`config.mk`:
```
export PLATFORM = sky130hd
export DESIGN_NAME = systolic_feeder
export DESIGN_NICKNAME = d
export VERILOG_FILES = /design/src/rtl/systolic_feeder.sv
export SDC_FILE = /design/constraint.sdc
export NUM_CORES = 1
export LEC_CHECK = 0
export BUFFER_PORTS_ARGS = -buffer_cell sky130_fd_sc_hd__buf_2
export CAP_MARGIN = 20
export CORE_UTILIZATION = 26
export CTS_CLUSTER_DIAMETER = 40
export DETAILED_ROUTE_END_ITERATION = 8
export GPL_TIMING_DRIVEN = 0
export HOLD_SLACK_MARGIN = 0.06
export SYNTH_ARGS = -nofsm -noshare
export SYNTH_HDL_FRONTEND = slang
export SYNTH_SLANG_ARGS = --single-unit
```
`constraint.sdc`:
```
create_clock -name clk -period 1.95 [get_ports clk]
set_clock_uncertainty 0.05 [all_clocks]
set_input_delay 0.0975 -clock clk [delete_from_list [all_inputs] [get_ports clk]]
set_output_delay 0.0975 -clock clk [all_outputs]
set_load 0.005 [all_outputs]
```
`src/rtl/systolic_feeder.sv`:
```
// systolic_feeder: drains LANES show-ahead FIFOs in lockstep and skews lane i by i
// cycles so each popped vector enters the systolic array as a diagonal wavefront.
module systolic_feeder #(
   parameter int WIDTH = 16,
   parameter int LANES = 4,
   parameter int CNT_W = 16
) (
   input  logic                   clk,
   input  logic                   rstn,
   input  logic                   enb,
   input  logic                   start,
   input  logic                   flush,
   input  logic [CNT_W-1:0]       tile_len,
   input  logic [LANES-1:0]       fifo_empty,
   input  logic [LANES*WIDTH-1:0] fifo_data,
   output logic [LANES-1:0]       fifo_r_en,
   output logic [LANES*WIDTH-1:0] to_systolic_array,
   output logic [LANES-1:0]       valid_out,
   output logic                   stall,
   output logic                   busy,
   output logic                   done
);
   typedef enum logic [1:0] {IDLE, FEED, DRAIN, DONE} state_t;
   state_t state;
   logic [CNT_W-1:0] remaining, drain_cnt;
   logic pop, shift;

   assign pop = state == FEED && enb && !(|fifo_empty) && !flush;
   // IDLE and DONE keep shifting so residual data always leaves the skew lines
   assign shift = enb || state == IDLE || state == DONE;
   assign fifo_r_en = {LANES{pop}};
   assign stall = state == FEED && enb && |fifo_empty;
   assign busy = state != IDLE;
   assign done = state == DONE;

   always_ff @(posedge clk or negedge rstn)
      if (!rstn) begin
         state <= IDLE;
         remaining <= '0;
         drain_cnt <= '0;
      end else if (flush) begin
         state <= IDLE;
         remaining <= '0;
         drain_cnt <= '0;
      end else
         case (state)
            IDLE:
               if (enb && start && tile_len != '0) begin
                  state <= FEED;
                  remaining <= tile_len;
               end
            FEED:
               if (pop) begin
                  remaining <= remaining - 1'b1;
                  if (remaining == CNT_W'(1)) state <= LANES > 1 ? DRAIN : DONE;
               end
            DRAIN:
               if (enb) begin
                  if (drain_cnt == CNT_W'(LANES - 2)) begin
                     state <= DONE;
                     drain_cnt <= '0;
                  end else
                     drain_cnt <= drain_cnt + 1'b1;
               end
            default: state <= IDLE;
         endcase

   // Each lane carries {valid, data}; an empty slot is all zeros, so invalid data reads 0
   genvar i;
   for (i = 0; i < LANES; i++) begin : g_lane
      logic [WIDTH:0] d [0:i];
      logic [WIDTH:0] head;
      assign head = pop ? {1'b1, fifo_data[i*WIDTH +: WIDTH]} : '0;
      always_ff @(posedge clk or negedge rstn)
         if (!rstn)
            for (int k = 0; k <= i; k++) d[k] <= '0;
         else if (flush)
            for (int k = 0; k <= i; k++) d[k] <= '0;
         else if (shift) begin
            d[0] <= head;
            for (int k = 1; k <= i; k++) d[k] <= d[k-1];
         end
      assign to_systolic_array[i*WIDTH +: WIDTH] = d[i][WIDTH-1:0];
      assign valid_out[i] = d[i][WIDTH];
   end
endmodule

```
==> key figures <==
Synth
  • Yosys cell types: 54
  • Simple-gate share of the synthesized area: 16.1%
  • Yosys top cell by area: dfrtp_1
  • Prevailing post-synth register cell: dfrtp_1
  • Share of the synthesized area in the top cell type: 55.9%
  • Syn Inst Count: between 900 and 1k
  • Sequential share of the synthesized area: between 50% and 60%
  • Multiplexer share of the synthesized area: less than 1%
  • Async SR Flop Fraction: 100%
  • Warnings, synthesis: 0
  • Flops & latches, synth: between 150 and 200
  • Adder-cell share of the synthesized area: between 1 and 1.5%
  • Cell area after synthesis: around 8900 um^2
  • Post-synth EDFFs: 0
  • Post-Syn Nets: 1001
  • Synth top area cells: dfrtp_1 56%, nand2_1 9.7%, o21ai_1 6.5%
  • Synth Area in Compound Gates: 17.7%
  • Area share of xor/xnor cells in the synthesized design: 0.691%
  • Avg Cell Area, Syn: 9.81 um^2
  • Largest family of logic cells by synthesized area: compound AO/OA/AOI/OAI gates

Pwr
  • LEAKAGE: 5.93 nW
  • Pwr Total: 11.1 mW
  • Worst vdd ir: 0.615 mV
  • Pwr/cell area: 887 nW/um^2

Placed design
  • Placed Instances: approximately 1.5k
  • I/O Buffers: 163
  • Pre-CTS setup slack: -1490 ps
  • Final GP Congestion: 0.823
  • DP Wirelength: 17000 um

Global routing
  • Vias in the first global route: roughly 7.4k
  • Pin count of the biggest net entering global routing: 108
  • Antenna violations before repair: 0
  • Total gr overflow: 0
  • GRT Total Usage: 14.6%
  • First-pass GRT wire length: 40100 um

Die
  • Core area: 33500 um^2
  • Row count: 67
  • Starting Density: a little over a quarter
  • Boundary pin count: 164
  • Chip width: between 150 and 200 um
  • Area of the die: 34800 um^2
  • Die Ht: approximately 190 um

Critical path
  • CP startpoint kind: register
  • Critical path startpoint: state[1]
  • FF-to-FF path depth: 9
  • Slowest cell on crit path: dfrtp_1
  • R2r endpoint: remaining[8]
  • Buffers & Inverters on Critical Path: 3
  • CP Depth: 9
  • R2R Setup Slk: 20 ps
  • Crit path DAT: 2250 ps
  • Crit end category: register
  • Worst path max stage delay: roughly 400 ps
  • Top delay family on crit path: compound AO/OA/AOI/OAI gates
  • CP Class: register to register
  • Worst Setup EP: remaining[8]
  • CP Cell Sequence: inv_2 > buf_4 > ha_4 > o21ai_2 > a21oi_4 > o21ai_4 > buf_6 > or3_4 > a41oi_2
  • CP required: between 2000 and 2500 ps
  • Launching point of the worst reg2reg path: state[1]
  • CP Max Fanout: 6

CTS
  • CTS max path bufs: 2
  • Clock transition at path regs: roughly 80 ps
  • Clock H-tree levels: 4
  • Clk_lat worst skew: 450 ps
  • CTS Buf Count: 17
  • Root buffer cell: clkbuf_16
  • CTS sink count: about 200
  • CTS tree: yes

Outcome
  • Outcome: complete, no violations

Final layout
  • Fillers: 3360
  • Antenna fix cells: 0
  • Commonest non-fill, non-tap cells in the layout: 229 x nand2_1, 197 x dfrtp_1, 164 x buf_2, 113 x o21ai_1, 77 x dlygate4sd3_1
  • Synth-to-Final Area Change: 41.1%
  • Layout net count: 1282
  • Commonest non-fill, non-tap cell in the layout: nand2_1
  • Layout cells sized above 1: 30.6%
  • Final std cells w/o fill: 1646

STA
  • Hold Violations, Final: 0
  • Worst-Margin Slew: approximately 700 ps
  • Final Max Slew Viols: 0
  • Endpoints failing setup: 0
  • Tcrit/Tclk final: 99.2%
  • RSZ-0062 raised after global routing: true
  • Max Fclk: 517 MHz
  • Setup_tns: 0 ps
  • Crit path time final: between 1500 and 2000 ps
  • Relative slew slack: 53.1%
  • Hold_ws: 108 ps
  • Fin worst setup slack: roughly 15 ps

Route
  • DRC Markers: 0
  • Drt wl/cell: between 15 and 20 um
  • 1st-pass router iterations: 5
  • Antenna-violating nets left: 0
  • Number of DRC markers in iteration 0: 389
  • Vias per inst: 4.50
  • Total Wirelength: around 26000 um
  • DR vias: 7408

Worst hold path
  • Worst hold path class: input port to register
  • Hold path start: flush

Job
  • Max_cap viols: 0
[tightest hold or removal path, delay by kind of cell]
| kind | cells | cell delay [ps] |
|---|---|---|
| simple gates | 1 | 110 |
| compound gates | 2 | 160 |
| buf+inv | 1 | 200 |
[timing repair]
action,in CTS,in global routing
hold endpoints to repair,168,0
setup endpoints to repair,193,194
buffers inserted,12,8
gates resized for setup,99,60
pin swaps,2,7
cloned,0,5
hold buffers,77,0
[worst min-delay path by stage]
| stage | cells past startpoint | endpoint | slack [ps] |
|---|---|---|---|
| after floorplan | 0 | drain_cnt[0] | -250 |
| after global placement | 2 | g_lane[0].d[11] | 270 |
| after detailed placement | 1 | g_lane[3].d[60] | 110 |
| after CTS | 4 | drain_cnt[2] | 60 |
| after global routing | 4 | drain_cnt[2] | 120 |
| final | 4 | drain_cnt[2] | 110 |
[power breakdown]
group | internal, mW | total (mW) | switching, mW
clock network | 1.97 | 3.66 | 1.69
registers | 4.23 | 4.39 | 0.163
logic | 1.35 | 3.05 | 1.69
[per-stage QoR]
stage          area (um^2)  utilization [%]
3_3_place_gp         10200             30.6
3_5_place_dp         10300             30.7
5_1_grt              12500             37.3
2_1_floorplan         8870                -
6_report             12500             37.3
4_1_cts              12100             36.2
[logic make-up after synthesis]
logic type,count (synthesis)
AOI/OAI and AO/OA,235
xor gates and xnor gates,7
adders and majority gates,8
buffers and inverters,127
DFF,198
muxes,3
and+or+nand+nor,326
[layout make-up]
| type | count | area, um^2 | area share [%] |
|---|---|---|---|
| Sequential cell | 198 | 4960 | 39.6 |
| Multi-Input combinational cell | 579 | 3480 | 27.8 |
| Timing Repair Buffer | 266 | 1880 | 15.0 |
| Buffer | 112 | 987 | 7.89 |
| Tap cell | 448 | 561 | 4.48 |
| Clock buffer | 19 | 443 | 3.54 |
| Clock inverter | 13 | 165 | 1.32 |
| Inverter | 11 | 43.8 | 0.350 |
[routing by layer]
layer	vias up	track usage [%]	part of all wire (%)
li1	3634	-	-
met1	3567	19.3	47
met2	165	23.6	47
met3	42	2.93	3.2
met4	0	5.61	2.5
met5	-	0	0
[flip-flops by register name, indices dropped and copies added, names as in the netlist]
name and flops:
g_lane.d 113, valid_out 3, state 2, to_systolic_array 48, remaining 16, drain_cnt 16
[cell usage after synthesis (all sizes together), types with 2 or more instances]
| library cell | instances |
|---|---|
| nand2 | 230 |
| dfrtp | 198 |
| o21ai | 120 |
| buf | 79 |
| a22o | 64 |
| clkbuf | 37 |
| a21oi | 14 |
| nand3 | 14 |
| nor2 | 14 |
| nor4 | 13 |
| inv | 11 |
| nor2b | 11 |
| nor3 | 9 |
| a21o | 8 |
| ha | 8 |
| nand2b | 7 |
| nand4 | 6 |
| a31oi | 5 |
| and3 | 5 |
| a21boi | 4 |
| a41oi | 4 |
| or3 | 4 |
| xor2 | 4 |
| mux2i | 3 |
| o32ai | 3 |
| or4 | 3 |
| xnor2 | 3 |
| a211o | 2 |
| a311o | 2 |
| and2 | 2 |
| nand3b | 2 |
| o31a | 2 |
| or3b | 2 |
Power figures use the tool's default switching activity.
